**src/rtl/jstk2_poll_scheduler_if.sv**
```systemverilog
// jstk2_poll_scheduler_if
//   Bundles the signals between the joystick poll scheduler, the SPI frame
//   engine and the steering blocks. Suffixes are seen from the scheduler.
//   en_i           polling enable (level)
//   spi_done_i     one-cycle frame-complete pulse from the SPI engine
//   rx_x_i/rx_y_i  raw 10-bit positions, valid with spi_done_i
//   spi_start_o    one-cycle pulse that launches one SPI frame
//   x_val_o/y_val_o latched positions for the steering blocks
//   sample_valid_o one-cycle pulse when x_val_o/y_val_o take a new frame
//   servo_en_o     high while the positions can be trusted
//   err_cnt_o      saturating count of frame timeouts
// Modports: slave = the scheduler, master = whatever drives it.
interface jstk2_poll_scheduler_if;
  logic       en_i;
  logic       spi_done_i;
  logic [9:0] rx_x_i;
  logic [9:0] rx_y_i;
  logic       spi_start_o;
  logic [9:0] x_val_o;
  logic [9:0] y_val_o;
  logic       sample_valid_o;
  logic       servo_en_o;
  logic [7:0] err_cnt_o;

  modport slave (
    input  en_i, spi_done_i, rx_x_i, rx_y_i,
    output spi_start_o, x_val_o, y_val_o, sample_valid_o, servo_en_o, err_cnt_o
  );

  modport master (
    output en_i, spi_done_i, rx_x_i, rx_y_i,
    input  spi_start_o, x_val_o, y_val_o, sample_valid_o, servo_en_o, err_cnt_o
  );
endinterface

```
**src/rtl/jstk2_poll_scheduler.sv**
```systemverilog
// jstk2_poll_scheduler
//   Polls a joystick over SPI at a fixed period, latches the returned X/Y
//   positions and drops the steering into a centred failsafe after too many
//   consecutive frames go unanswered.
// Ports:
//   clk    system clock, rising edge
//   rst_n  asynchronous active-low reset
//   js_if  scheduler side (slave modport) of jstk2_poll_scheduler_if
// Parameters:
//   POLL_PERIOD_CYC  cycles between spi_start pulses (> TIMEOUT_CYC + 4)
//   TIMEOUT_CYC      cycles to wait for spi_done (>= 2)
//   MAX_FAIL         consecutive timeouts that force failsafe (1..15)
module jstk2_poll_scheduler #(
  parameter int POLL_PERIOD_CYC = 1_000_000,
  parameter int TIMEOUT_CYC     = 50_000,
  parameter int MAX_FAIL        = 3
) (
  input logic                   clk,
  input logic                   rst_n,
  jstk2_poll_scheduler_if.slave js_if
);

  localparam int PW = $clog2(POLL_PERIOD_CYC);
  localparam int TW = $clog2(TIMEOUT_CYC);

  localparam logic [9:0] CENTRE = 10'd512;

  // The ISSUE cycle of the next frame is itself the last cycle of the
  // current period, so WAIT_PERIOD leaves one count early to keep spi_start
  // rising edges exactly POLL_PERIOD_CYC apart.
  localparam logic [PW-1:0] PERIOD_LAST  = PW'(POLL_PERIOD_CYC - 2);
  localparam logic [TW-1:0] TIMEOUT_LAST = TW'(TIMEOUT_CYC - 1);
  localparam logic [3:0]    FAIL_LIMIT   = 4'(MAX_FAIL);

  typedef enum logic [2:0] {
    S_IDLE,
    S_ISSUE,
    S_WAIT_DONE,
    S_UPDATE,
    S_TIMEOUT,
    S_WAIT_PERIOD
  } state_t;

  state_t        state_q;
  logic [PW-1:0] period_q;
  logic [TW-1:0] done_tmr_q;
  logic [3:0]    fail_q;
  logic [9:0]    cap_x_q;
  logic [9:0]    cap_y_q;
  logic [9:0]    x_val_q;
  logic [9:0]    y_val_q;
  logic          spi_start_q;
  logic          sample_valid_q;
  logic          servo_en_q;
  logic [7:0]    err_cnt_q;

  logic [7:0]    err_cnt_d;
  logic [3:0]    fail_d;

  // Saturating next values used by the TIMEOUT state.
  assign err_cnt_d = (err_cnt_q == 8'hFF) ? err_cnt_q : err_cnt_q + 8'd1;
  assign fail_d    = (fail_q == FAIL_LIMIT) ? fail_q : fail_q + 4'd1;

  // Poll FSM with all outputs registered. rx data is captured on the
  // spi_done cycle because the SPI engine only guarantees it there.
  always_ff @(posedge clk or negedge rst_n) begin
    if (!rst_n) begin
      state_q        <= S_IDLE;
      period_q       <= '0;
      done_tmr_q     <= '0;
      fail_q         <= '0;
      cap_x_q        <= '0;
      cap_y_q        <= '0;
      x_val_q        <= CENTRE;
      y_val_q        <= CENTRE;
      spi_start_q    <= 1'b0;
      sample_valid_q <= 1'b0;
      servo_en_q     <= 1'b0;
      err_cnt_q      <= '0;
    end else begin
      spi_start_q    <= 1'b0;
      sample_valid_q <= 1'b0;
      case (state_q)
        S_IDLE: begin
          if (js_if.en_i) state_q <= S_ISSUE;
        end
        S_ISSUE: begin
          spi_start_q <= 1'b1;
          done_tmr_q  <= '0;
          period_q    <= '0;
          state_q     <= S_WAIT_DONE;
        end
        S_WAIT_DONE: begin
          period_q   <= period_q + PW'(1);
          done_tmr_q <= done_tmr_q + TW'(1);
          if (js_if.spi_done_i) begin
            cap_x_q <= js_if.rx_x_i;
            cap_y_q <= js_if.rx_y_i;
            state_q <= S_UPDATE;
          end else if (done_tmr_q == TIMEOUT_LAST) begin
            state_q <= S_TIMEOUT;
          end
        end
        S_UPDATE: begin
          period_q       <= period_q + PW'(1);
          x_val_q        <= cap_x_q;
          y_val_q        <= cap_y_q;
          sample_valid_q <= 1'b1;
          servo_en_q     <= 1'b1;
          fail_q         <= '0;
          state_q        <= js_if.en_i ? S_WAIT_PERIOD : S_IDLE;
        end
        S_TIMEOUT: begin
          period_q  <= period_q + PW'(1);
          err_cnt_q <= err_cnt_d;
          fail_q    <= fail_d;
          if (fail_d == FAIL_LIMIT) begin
            x_val_q    <= CENTRE;
            y_val_q    <= CENTRE;
            servo_en_q <= 1'b0;
          end
          state_q <= js_if.en_i ? S_WAIT_PERIOD : S_IDLE;
        end
        S_WAIT_PERIOD: begin
          if (period_q == PERIOD_LAST) begin
            state_q <= js_if.en_i ? S_ISSUE : S_IDLE;
          end else begin
            period_q <= period_q + PW'(1);
          end
        end
        default: begin
          state_q <= S_IDLE;
        end
      endcase
    end
  end

  assign js_if.spi_start_o    = spi_start_q;
  assign js_if.x_val_o        = x_val_q;
  assign js_if.y_val_o        = y_val_q;
  assign js_if.sample_valid_o = sample_valid_q;
  assign js_if.servo_en_o     = servo_en_q;
  assign js_if.err_cnt_o      = err_cnt_q;

endmodule
```
**src/flat_wrapper.sv**
```systemverilog
// flat-port wrapper written by rule: the top's interface ports become plain ports
module jstk2_poll_scheduler_flat 
#(
  parameter int POLL_PERIOD_CYC = 1_000_000,
  parameter int TIMEOUT_CYC     = 50_000,
  parameter int MAX_FAIL        = 3
)
  (clk, rst_n, js_if_en_i, js_if_spi_done_i, js_if_rx_x_i, js_if_rx_y_i, js_if_spi_start_o, js_if_x_val_o, js_if_y_val_o, js_if_sample_valid_o, js_if_servo_en_o, js_if_err_cnt_o);
  jstk2_poll_scheduler_if js_if_i ();
  input logic clk;
  input logic rst_n;
  input wire logic [$bits(js_if_i.en_i)-1:0] js_if_en_i;
  input wire logic [$bits(js_if_i.spi_done_i)-1:0] js_if_spi_done_i;
  input wire logic [$bits(js_if_i.rx_x_i)-1:0] js_if_rx_x_i;
  input wire logic [$bits(js_if_i.rx_y_i)-1:0] js_if_rx_y_i;
  output wire logic [$bits(js_if_i.spi_start_o)-1:0] js_if_spi_start_o;
  output wire logic [$bits(js_if_i.x_val_o)-1:0] js_if_x_val_o;
  output wire logic [$bits(js_if_i.y_val_o)-1:0] js_if_y_val_o;
  output wire logic [$bits(js_if_i.sample_valid_o)-1:0] js_if_sample_valid_o;
  output wire logic [$bits(js_if_i.servo_en_o)-1:0] js_if_servo_en_o;
  output wire logic [$bits(js_if_i.err_cnt_o)-1:0] js_if_err_cnt_o;
  assign js_if_i.en_i = js_if_en_i;
  assign js_if_i.spi_done_i = js_if_spi_done_i;
  assign js_if_i.rx_x_i = js_if_rx_x_i;
  assign js_if_i.rx_y_i = js_if_rx_y_i;
  assign js_if_spi_start_o = js_if_i.spi_start_o;
  assign js_if_x_val_o = js_if_i.x_val_o;
  assign js_if_y_val_o = js_if_i.y_val_o;
  assign js_if_sample_valid_o = js_if_i.sample_valid_o;
  assign js_if_servo_en_o = js_if_i.servo_en_o;
  assign js_if_err_cnt_o = js_if_i.err_cnt_o;
  jstk2_poll_scheduler #(.POLL_PERIOD_CYC(POLL_PERIOD_CYC), .TIMEOUT_CYC(TIMEOUT_CYC), .MAX_FAIL(MAX_FAIL)) u_core (.clk(clk), .rst_n(rst_n), .js_if(js_if_i));
endmodule
```
**config.mk**
```make
export PLATFORM = sky130hd
export DESIGN_NAME = jstk2_poll_scheduler_flat
export DESIGN_NICKNAME = d
export VERILOG_FILES = /design/src/rtl/jstk2_poll_scheduler_if.sv /design/src/rtl/jstk2_poll_scheduler.sv /design/src/flat_wrapper.sv
export SDC_FILE = /design/constraint.sdc
export NUM_CORES = 1
export LEC_CHECK = 0
export ABC_AREA = 0
export CAP_MARGIN = 20
export CORE_MARGIN = 1.5
export CORE_UTILIZATION = 56
export CTS_BUF_LIST = sky130_fd_sc_hd__clkbuf_16
export CTS_CLUSTER_DIAMETER = 60
export DETAILED_ROUTE_END_ITERATION = 10
export HOLD_SLACK_MARGIN = 0.1
export MAX_ROUTING_LAYER = met4
export PLACE_DENSITY_LB_ADDON = 0.05
export SETUP_SLACK_MARGIN = 0.05
export SLEW_MARGIN = 20
export SYNTH_ARGS = -nofsm -noshare
export SYNTH_HDL_FRONTEND = slang
export SYNTH_SLANG_ARGS = --single-unit
```
**constraint.sdc**
```tcl
create_clock -name clk -period 2.5 [get_ports clk]
set_input_delay 0.5 -clock clk [delete_from_list [all_inputs] [get_ports clk]]
set_output_delay 0.5 -clock clk [all_outputs]
set_load 0.02 [all_outputs]
```
# Word-level counts from Yosys, hierarchy flattened
# Index checks and enable logic that the tools add are counted.
# classes
eq_ne	15
bitwise	1
addsub	4
n_reduce_logical	11
n_mux	19
# op_table
operator	n
$pmux 20 s3	1
$pmux 10 s2	2
$pmux 16 s2	1
$add 20x1->20 const B	1
$eq 20x20->1 const B	1
$mux 20	1
$add 16x1->16 const B	1
$eq 16x16->1 const B	1
$mux 3	5
$pmux 3 s5	1
$mux 10	1
$add 8x1->8 const B	1
$eq 4x2->1 const B	2
$eq 8x8->1 const B	1
$pmux 4 s2	1
$reduce_and 2->1	4
$eq 3x2->1 const B	2
$eq 3x3->1 const B	2
$add 4x1->4 const B	1
$mux 1	4
$mux 4	1
$ne 2x1->1 const B	2
$ne 2x2->1 const B	2
$reduce_bool 2->1	2
other kinds (9)	9
# word_totals
wordCells	62
in_bits	24
register_bits	94

# Longest topological paths before layout
# Gate-level depths: netlist of the first run.
# depth
ltp_word	5
ltp_mapped	7

# Least setup slack after synthesis of the first run
# No wires, ideal clock.
# synth_path
kind	register to register
start	register u_core.fail_q[0]
end	register u_core.x_val_q[0], in the netlist u_core.js_if.x_val_o[0]
arrival_ns	1.709
path_buffers	1
path_stages_with_launch	7
path_slack_ns	0.657
synth_period_minus_slack_ns	1.843
path_cell_list	dfrtp_1 -> ha_1 -> nor3b_2 -> mux2i_1 -> nor4b_1 -> clkbuf_1 -> o21ai_0
# synth_between
elab_chain_cells	5
# synth_lines
item	line_no	text
start, declared	jstk2_poll_scheduler.sv:47	logic [3:0] fail_q;
start signal, assigned	jstk2_poll_scheduler.sv:116	fail_q <= fail_d;
$add 4x1->4 / $eq 4x2->1 (equally long branches)	jstk2_poll_scheduler.sv:62	assign fail_d = (fail_q == FAIL_LIMIT) ? fail_q : fail_q + 4'd1;
$mux 4 (*)	jstk2_poll_scheduler.sv:62	
$eq 4x2->1 (*)	jstk2_poll_scheduler.sv:117	if (fail_d == FAIL_LIMIT) begin
$ne 2x1->1 (no source line) (*)	-	
$reduce_and 2->1 (no source line) (*)	-	
end signal, assigned	jstk2_poll_scheduler.sv:106	x_val_q <= cap_x_q;
end, declared	jstk2_poll_scheduler.sv:50	logic [9:0] x_val_q;
# Every way passes the cells marked *; elsewhere a longest branch is shown, timed or not.
# A chain may end at the register's enable or synchronous reset.

# Worst setup path after layout of the first run
# layout_path
start	register u_core.state_q[1]
end	register u_core.err_cnt_q[7], in the netlist u_core.js_if.err_cnt_o[7]
# layout_between
elab_chain_cells	2
# layout_lines
item	line_no	text
start, declared	jstk2_poll_scheduler.sv:44	state_t state_q;
start signal, assigned	jstk2_poll_scheduler.sv:111	state_q <= js_if.en_i ? S_WAIT_PERIOD : S_IDLE;
start signal, assigned	jstk2_poll_scheduler.sv:122	state_q <= js_if.en_i ? S_WAIT_PERIOD : S_IDLE;
start signal, assigned	jstk2_poll_scheduler.sv:126	state_q <= js_if.en_i ? S_ISSUE : S_IDLE;
$eq 3x3->1	jstk2_poll_scheduler.sv:83	case (state_q)
$reduce_and 2->1 (no source line)	-	
end signal, assigned	jstk2_poll_scheduler.sv:115	err_cnt_q <= err_cnt_d;
end, declared	jstk2_poll_scheduler.sv:55	logic [7:0] err_cnt_q;
# Every way passes these cells.

==> flow_metrics.py, run 1 <==
metrics = {
    "critical_path": {
        "critical_path.cell_chain": "or3b_1, nor4_1, nand3_1, xnor2_1",
        "crit_type": "reg -> reg",
        "required_ns": 2.72,
        "cp_num_buf_inv": 0,
        "crit_fanout": 15,
        "r2r_slack_ns": 0.42,
        "cp-end-kind": "register",
        "crit_slowest_cell": "or3b_1",
        "slowest_delay_ns": 0.64,
        "critical-path-top-delay-family": "simple AND/OR/NAND/NOR gates",
        "arrival_ns": 2.30,
        "start_kind": "register",
    },
    "global_routing": {
        "grt_usage_pct": 23.58,
        "grt_first_pass_wirelength_um": 15820,
        "grt_max_degree": 44,
        "antenna_found_initial": 0,
        "grt_remaining_overflow": 0,
        "grt_pass1_vias": 3361,
    },
    "placement": {
        "place_congestion": 0.9054,
        "dp.cells": 605,
        "hpwl_um": 6496,
        "portBuffers": 54,
    },
    "power": {
        "pwr_density_cell_nw_per_um2": 1012,
        "peakVddDrop_uv": 547.7,
        "total_power_mw": 5.578,
        "p_leak_nw": 2.397,
    },
    "synthesis": {
        "synthFlopType": "dfrtp_1",
        "synthArstFlopShare_pct": 100.0,
        "synthCells": 456,
        "yosys.area_share.simple_pct": 21.12,
        "synth_top_family_by_area": "simple AND/OR/NAND/NOR gates",
        "syn-num-nets": 485,
        "synth_top_area_share_pct": 50.48,
        "synth_top_area_cell": "dfrtp_1",
        "synthAdderAreaFrac_pct": 1.372,
        "ys_seq_elements": 94,
        "synth_cell_types": 60,
        "synthXorXnorAreaFrac_pct": 3.457,
        "synth-compound-area-share_pct": 11.80,
        "syn_area_um2": 4561,
        "synth-warning-count": 0,
        "synth-seq-area-share_pct": 51.63,
        "post_synth_mux_area_share_pct": 7.462,
        "synth.area.top_cells": "dfrtp_1 (50%), nand2_1 (6.6%), mux2_2 (5.9%)",
        "syn_area_per_cell_um2": 10.00,
        "synth_edf_count": 0,
    },
    "final_layout": {
        "layout.cells.non_filler": 621,
        "layout_commonest_cell": "dfrtp_1",
        "syn2layout_area_growth_pct": 20.91,
        "nets": 543,
        "final_layout_size_suffix_gt1_share_pct": 12.33,
        "final_cell_mix": "dfrtp_1 (92), nand2_1 (80), clkdlybuf4s50_1 (53)",
        "final_util_pct": 70.63,
        "diodes": 0,
    },
    "clocking": {
        "cts_root_buf": "clkbuf_16",
        "cts_htree_levels": 3,
        "clock-sinks": 94,
        "cts.clk_slew.worst_paths_ns": 0.07,
        "clock_latency_ns": 0.34,
        "cts_max_path_buffers": 2,
        "post_cts_resized": 0,
        "cts_tree": "done",
        "postCtsSetupRepairBufs": 0,
        "numCtsBuffers": 9,
        "hold_buffers": 0,
    },
    "die": {
        "initial_core_util_pct": 58.41,
        "row_count": 32,
        "dieArea_um2": 8695,
        "die_w_um": 93.25,
        "pin_count": 55,
        "coreArea_um2": 7807,
        "die-height_um": 93.25,
    },
    "drt": {
        "drtAntennaViolNets": 0,
        "drt-vias-per-instance": 5.749,
        "avgRoutedWirePerCell_um": 15.09,
        "drt-pass1-iter-count": 5,
        "drt-total-wl_um": 9371,
        "drt_iter0_drc": 214,
        "drc": 0,
        "vias": 3570,
    },
    "run": {
        "cap_violations": 0,
    },
    "timing": {
        "finalCritPeriodShare_pct": 83.16,
        "rsz0062_at_grt": "false",
        "fin_worst_skew_ns": 0.008672,
        "period_needed_ns": 2.079,
        "whs_ns": 0.1495,
        "max_slew.worst_pin.slew_ns": 0.6033,
        "finalHoldViolCount": 0,
        "fmax_mhz": 481.0,
        "slew_headroom_pct": 59.78,
        "slew_violations": 0,
        "setup_viol": 0,
        "setup-tns-final_ns": 0,
    },
    "status": {
        "status": "finished clean",
    },
    "min_path": {
        "hp-class": "in -> async",
    },
}
registers in the layout (all words and copies together) (netlist names):
register and flops:
u_core.period_q 20, u_core.cap_y_q 10, u_core.js_if.spi_start_o 1, u_core.state_q 3, u_core.js_if.sample_valid_o 1, u_core.js_if.x_val_o 10
u_core.fail_q 4, u_core.cap_x_q 10, u_core.js_if.err_cnt_o 8, u_core.js_if.y_val_o 10, u_core.js_if.servo_en_o 1, u_core.done_tmr_q 16
path summary, 6_finish.rpt:
path / startpoint / endpoint / cells after the start
setup / recovery: u_core.state_q[1] / u_core.js_if.err_cnt_o[7] / 4
hold / removal: rst_n / u_core.period_q[11] / 1
setup reg to reg: u_core.state_q[1] / u_core.js_if.err_cnt_o[7] / 4
hold reg to reg: u_core.cap_x_q[9] / u_core.js_if.x_val_o[9] / 2
max in group asynchronous: rst_n / u_core.js_if.x_val_o[9] / 2
min in group clk: u_core.cap_x_q[9] / u_core.js_if.x_val_o[9] / 2
where the power goes:
part,internal [mW],switching (mW),total (mW)
sequential,1.96,0.342,2.30
combinational,0.896,1.08,1.98
clock,0.695,0.604,1.30
total,3.55,2.03,5.58
metrics by stage:
step	area, um2	worst slack (ns)
global route	5514	0.2819
floorplan	4561	0.6571
global placement	5229	0.4636
finish	5514	0.4210
detailed placement	5229	0.4373
CTS	5514	0.4303
metal layers:
| metal | up-vias | share of wire (%) | track usage (%) |
|---|---|---|---|
| li1 | 1744 | - | - |
| met5 | - | 0 | - |
| met4 | 0 | 0.95 | 6.944 |
| met3 | 8 | 3.2 | 3.902 |
| met2 | 72 | 49 | 37.44 |
| met1 | 1746 | 47 | 31.31 |
cell type report:
class	count	area, um2
fill	624	2293
clock inverter	7	60.06
clock buffer	9	225.2
multi-input combinational	332	2068
inverter	12	45.04
sequential	94	2355
tap	102	127.6
timing repair buffer	65	633.1
cell usage after synthesis, types with 3 or more instances:
library cell / count
nand2_1: 80
nor2_1: 33
nor3_1: 5
mux2_2: 24
nand3_1: 14
a31oi_1: 8
nand4_1: 12
nand3b_1: 7
buf_6: 4
nand2b_1: 3
dfrtp_1: 92
clkbuf_1: 12
xor2_1: 12
a21oi_1: 12
mux2i_1: 7
inv_1: 10
o31ai_1: 3
ha_1: 5
and3_1: 8
o21ai_0: 36
o211ai_1: 3
o41ai_1: 4
xnor2_1: 6
nor4_1: 4
or4_1: 3
nor4b_1: 3
cells by family (layout without fill, tap and decap cells):
group,after synthesis,after routing
AOI/OAI and AO/OA,86,86
xor gates and xnor gates,18,18
adders and majority gates,5,5
buffers and inverters,30,93
DFF,94,94
muxes,31,31
and+or+nand+nor,192,192
(Power assumes the default switching activity.)
==> inputs of run 2 (changes only) <==
- CORE_UTILIZATION: 56 -> 50
- clock period: 2.5 -> 1.7 ns (I/O delays scaled with it)
==> run 2 against run 1 <==
  * The run now ends with negative setup slack left
  * Die area up 12%
  * Critical path type unchanged
  * Clock power up 50%
  * Global-route usage up 0.27 points
  * Largest power group is now combinational logic
  * First-iteration DRC count down 29%
  * Power up 71%
  * Clock skew about the same
==> flow_metrics.py, run 2 (synthesis gave the netlist of run 1 again) <==
metrics = {
    "clocking": {
        "cts_tree": "done",
        "cts_htree_levels": 3,
        "clock-sinks": 94,
        "cts_root_buf": "clkbuf_16",
        "cts.clk_slew.worst_paths_ns": 0.07,
        "numCtsBuffers": 9,
        "cts_max_path_buffers": 2,
        "clock_latency_ns": 0.35,
    },
    "critical_path": {
        "cp-endpoint": "u_core.period_q[1]",
        "cp-end-kind": "register",
        "start_kind": "register",
        "r2r_slack_ns": -0.16,
        "slowest_delay_ns": 0.45,
        "crit_slowest_cell": "dfrtp_2",
        "critical_path.cell_chain": "or3_4, a2111o_1, or2_4, mux2i_1, nand2_1",
        "crit_type": "reg -> reg",
        "arrival_ns": 2.09,
        "required_ns": 1.93,
        "crit_start": "u_core.state_q[0]",
        "reg2regPathDepth": 5,
        "crit_fanout": 5,
        "reg2reg_from": "u_core.state_q[0]",
        "r2r_end": "u_core.period_q[1]",
    },
    "timing": {
        "period_needed_ns": 1.859,
        "setup_viol": 29,
        "slew_violations": 0,
        "fin_worst_skew_ns": 0.008556,
        "setup-tns-final_ns": -1.360,
        "rsz0062_at_grt": "true",
        "whs_ns": 0.4586,
        "fmax_mhz": 537.8,
        "finalHoldViolCount": 0,
        "fin_ws_ns": -0.1595,
        "finalCritPeriodShare_pct": 109.4,
        "max_slew.worst_pin.slew_ns": 0.4716,
        "slew_headroom_pct": 68.46,
    },
    "placement": {
        "place_congestion": 0.8928,
        "dp_worst_setup_slack_ns": -0.1675,
        "placed_area_um2": 5715,
        "hpwl_um": 7298,
        "portBuffers": 54,
    },
    "power": {
        "seqPwrFrac_pct": 34.2,
        "combPwrFrac_pct": 45.5,
        "switching_share_pct": 37.32,
        "clkPwrFrac_pct": 20.4,
        "p_int_mw": 5.991,
        "switchingPower_mw": 3.567,
        "pwr_density_cell_nw_per_um2": 1448,
        "p_leak_nw": 3.091,
        "peakVddDrop_uv": 789.7,
    },
    "global_routing": {
        "grt_first_pass_wirelength_um": 18220,
        "grt_pass1_vias": 3831,
        "grt_usage_pct": 23.85,
        "antenna_found_initial": 0,
        "grt_remaining_overflow": 0,
        "grt_max_degree": 40,
    },
    "die": {
        "coreArea_um2": 8763,
        "die_w_um": 98.51,
        "pin_count": 55,
        "initial_core_util_pct": 52.04,
        "dieArea_um2": 9703,
        "die-height_um": 98.51,
        "row_count": 34,
    },
    "final_layout": {
        "reg_top3": "u_core.period_q (20), u_core.done_tmr_q (16)",
        "multi_input_area_um2": 2426,
        "largest_reg_flops": 20,
        "final_layout_size_suffix_gt1_share_pct": 33.78,
        "final_area_um2": 6603,
        "nets": 625,
        "seq_area_um2": 2356,
        "layout_commonest_cell": "dfrtp_1",
        "num-fill-cells": 615,
        "syn2layout_area_growth_pct": 44.77,
        "diodes": 0,
        "final_cell_mix": "dfrtp_1 (91), nand2_1 (75), buf_4 (74)",
        "final_util_pct": 75.34,
        "top_register": "u_core.period_q",
    },
    "drt": {
        "drt-pass1-iter-count": 4,
        "drc": 0,
        "vias": 4030,
        "drt-vias-per-instance": 5.684,
        "drtAntennaViolNets": 0,
        "avgRoutedWirePerCell_um": 16.72,
        "drt_iter0_drc": 151,
        "drt-total-wl_um": 11850,
    },
    "status": {
        "violations": "negative setup slack",
        "status": "finished with violations",
    },
    "min_path": {
        "hp-class": "in -> async",
    },
    "run": {
        "cap_violations": 0,
    },
}
run 2: cell types whose count changed in the layout (fill, tap and decap cells not counted), sizes merged:
cell / change
clkdlybuf4s50: -29
clkbuf: +1
dlymetal6s2s: +6
clkinvlp: +3
inv: -2
dlygate4sd2: +23
buf: +79
dlygate4sd3: +1
run 2: worst min path at each step:
stage,end,cells past startpoint
floorplan,u_core.cap_x_q[0],0
finish,u_core.js_if.err_cnt_o[3],2
CTS,u_core.js_if.err_cnt_o[3],2
global placement,u_core.js_if.err_cnt_o[3],1
global route,u_core.js_if.x_val_o[2],2
detailed placement,u_core.js_if.err_cnt_o[3],1
run 2: worst max-delay path, delay by kind of cell, from the launching register on:
family,cells,cell delay [ns]
AND/OR/NAND/NOR,3,0.70
flip-flops,1,0.45
AO/OA/AOI/OAI,1,0.42
multiplexers,1,0.18
run 2: power groups by stage:
stage	combinational, mW	sequential [mW]	clock [mW]
floorplan	1.66	3.60	0
global placement	3.52	3.25	0
detailed placement	3.58	3.28	0
CTS	3.70	3.24	1.98
global route	4.68	3.34	2.06
finish	4.34	3.26	1.95
run 2: per-stage QoR:
stage | cells | total power [mW]
final | 709 | 9.557
after global routing | 709 | 10.09
after CTS | 691 | 8.921
after detailed placement | 668 | 6.860
after global placement | 668 | 6.770
after floorplan | 456 | 5.260
run 2: metal layers:
metal / share of wire [%] / global-route usage [%]
met1: 45 / 31.21
met2: 49 / 37.36
met3: 4.4 / 4.681
met4: 2.0 / 8.342
met5: 0 / -
run 2: repair_timing:
item	CTS	global route
gates cloned	1	5
buffers inserted	5	14
hold buffers	1	0
hold endpoints to repair	25	0
endpoints found under the setup margin	80	85
resized for setup	70	82
pin swaps	11	48
run 2: final cells by class:
cell class	instances	share of cell area, %
clock buffers	9	3.411
well taps	108	2.047
flip-flops and latches	94	35.68
repair inverters	1	0.1137
multi-input cells	332	36.74
inverters	12	0.7959
repair buffers	146	20.26
clock inverters	7	0.9475
==> inputs of run 3 (changes only) <==
- CORE_ASPECT_RATIO: not set -> 0.9
- CORE_UTILIZATION: 50 -> 52
- CTS_BUF_LIST: sky130_fd_sc_hd__clkbuf_16 -> sky130_fd_sc_hd__clkbuf_4 sky130_fd_sc_hd__clkbuf_8
- SLEW_MARGIN: 20 -> 10
==> run 3 against run 2 <==
  * The flow still finishes with violations (negative setup slack)
  * Clock power down 19%
  * Non-clock buffer count up 10
  * Via count up 1.5%
  * Count of clock-buffer cells in the layout up 2
  * Highest routed layer unchanged
  * First-iteration DRC count up 46%
==> flow_metrics.py, run 3 (synthesis gave the netlist of run 1 again) <==
metrics = {
    "critical_path": {
        "start_kind": "register",
        "arrival_ns": 2.19,
        "cp-end-kind": "register",
        "crit_type": "reg -> reg",
        "required_ns": 1.99,
        "r2r_slack_ns": -0.20,
        "crit_fanout": 2,
        "reg2regPathDepth": 5,
        "r2r_end": "u_core.period_q[3]",
        "reg2reg_from": "u_core.period_q[19]",
    },
    "timing": {
        "fmax_mhz": 527.3,
        "slew_headroom_pct": 74.49,
        "finalCritPeriodShare_pct": 111.6,
        "fin_ws_ns": -0.1966,
        "max_slew.worst_pin.slew_ns": 0.3818,
        "slew_violations": 0,
        "setup_viol": 60,
        "whs_ns": 0.4203,
        "period_needed_ns": 1.897,
        "setup-tns-final_ns": -4.408,
        "rsz0062_at_grt": "true",
        "fin_worst_skew_ns": 0.01276,
        "finalHoldViolCount": 0,
    },
    "power": {
        "p_leak_nw": 3.130,
        "switching_share_pct": 37.82,
        "p_int_mw": 5.872,
        "clkPwrFrac_pct": 16.6,
        "seqPwrFrac_pct": 34.7,
        "pwr_density_cell_nw_per_um2": 1401,
        "switchingPower_mw": 3.572,
        "combPwrFrac_pct": 48.6,
        "peakVddDrop_uv": 935.0,
    },
    "final_layout": {
        "num-fill-cells": 560,
        "seq_area_um2": 2356,
        "largest_reg_flops": 20,
        "final_area_um2": 6740,
        "reg_top3": "u_core.period_q (20), u_core.done_tmr_q (16)",
        "layout.cells.non_filler": 729,
        "diodes": 0,
        "multi_input_area_um2": 2496,
        "layout_commonest_cell": "dfrtp_1",
        "syn2layout_area_growth_pct": 47.79,
        "top_register": "u_core.period_q",
        "nets": 634,
        "final_cell_mix": "dfrtp_1 (91), nand2_1 (76), buf_4 (76)",
        "final_layout_size_suffix_gt1_share_pct": 36.23,
    },
    "placement": {
        "dp.cells": 686,
        "dp_worst_setup_slack_ns": -0.1630,
        "placed_area_um2": 5782,
        "hpwl_um": 7623,
        "place_congestion": 0.8913,
        "portBuffers": 54,
    },
    "global_routing": {
        "grt_remaining_overflow": 0,
        "antenna_found_initial": 0,
        "grt_pass1_vias": 3983,
        "grt_usage_pct": 26.86,
        "grt_max_degree": 29,
        "grt_first_pass_wirelength_um": 19120,
    },
    "die": {
        "coreArea_um2": 8528,
        "pin_count": 55,
        "die-height_um": 91.85,
        "die_w_um": 101.7,
        "dieArea_um2": 9342,
        "initial_core_util_pct": 53.48,
        "row_count": 32,
    },
    "drt": {
        "vias": 4091,
        "drt_iter0_drc": 220,
        "drt-total-wl_um": 12340,
        "avgRoutedWirePerCell_um": 16.92,
        "drt-pass1-iter-count": 5,
        "drtAntennaViolNets": 0,
        "drc": 0,
        "drt-vias-per-instance": 5.612,
    },
    "status": {
        "status": "finished with violations",
        "violations": "negative setup slack",
    },
    "clocking": {
        "cts_root_buf": "clkbuf_8",
        "clock-sinks": 94,
        "cts_max_path_buffers": 2,
        "cts_tree": "done",
        "clock_latency_ns": 0.37,
        "cts.clk_slew.worst_paths_ns": 0.09,
        "cts_htree_levels": 3,
        "numCtsBuffers": 9,
    },
    "run": {
        "cap_violations": 0,
    },
    "min_path": {
        "hp-class": "in -> async",
    },
}
-- run 3: cell count changes in the layout (fill, tap and decap cells not counted), sizes merged, moves of 2 or more --
| cell | delta |
|---|---|
| buf | +10 |
| clkbuf | +2 |
| clkdlybuf4s50 | -2 |
| clkinvlp | -2 |
| dlygate4sd2 | +7 |
| dlymetal6s2s | -5 |
-- run 3: stage by stage --
stage | total power, mW | util, %
final | 9.444 | 79.03
after global routing | 9.972 | 79.03
after CTS | 8.818 | 74.50
after detailed placement | 6.925 | 67.80
after global placement | 6.786 | 67.80
after floorplan | 5.260 | -
-- run 3: power groups by stage --
stage	Sequential (mW)	Clock [mW]	Combinational [mW]
3_3_place_gp	3.24	0	3.55
5_1_grt	3.34	1.68	4.95
2_1_floorplan	3.60	0	1.66
6_report	3.28	1.57	4.59
3_5_place_dp	3.28	0	3.64
4_1_cts	3.24	1.60	3.98
-- run 3: timing repair --
item,CTS,global route
gates cloned,6,1
hold buffers,1,0
pin swaps,13,33
buffers inserted,11,8
hold endpoints to repair,20,0
endpoints found under the setup margin,110,88
gates resized for setup,99,71
-- run 3: how the worst max path moves through the flow --
stage               cells past startpoint                 from            endpoint
floorplan                               6    u_core.state_q[0]  u_core.period_q[3]
global placement                        5    u_core.state_q[0]  u_core.period_q[1]
detailed placement                      5   u_core.period_q[7]  u_core.period_q[3]
CTS                                     5    u_core.state_q[0]  u_core.period_q[1]
global route                            5    u_core.state_q[0]  u_core.period_q[1]
finish                                  5  u_core.period_q[19]  u_core.period_q[3]
-- run 3: final cells by class --
| type | instances | share of cell area (%) |
|---|---|---|
| sequential | 94 | 34.95 |
| clock buffer | 11 | 2.153 |
| inverter | 12 | 0.7240 |
| tap | 119 | 2.209 |
| clock inverter | 5 | 0.9467 |
| timing repair buffer | 156 | 21.98 |
| multi-input combinational | 332 | 37.03 |
-- run 3: critical path: stages, from the launching register on --
cell,delay [ns]
dfrtp_1,0.37
or2b_1,0.28
or4_4,0.45
or2_4,0.25
a311o_1,0.31
a31oi_1,0.15
-- run 3: per-layer routing --
metal  GRT usage [%]  up-vias  wire [um]
li1                -     1926          -
met3           3.811       13        540
met1           35.60     2046       5414
met4           6.829        0        181
met2           43.56      106       6201
met5               -        -          0
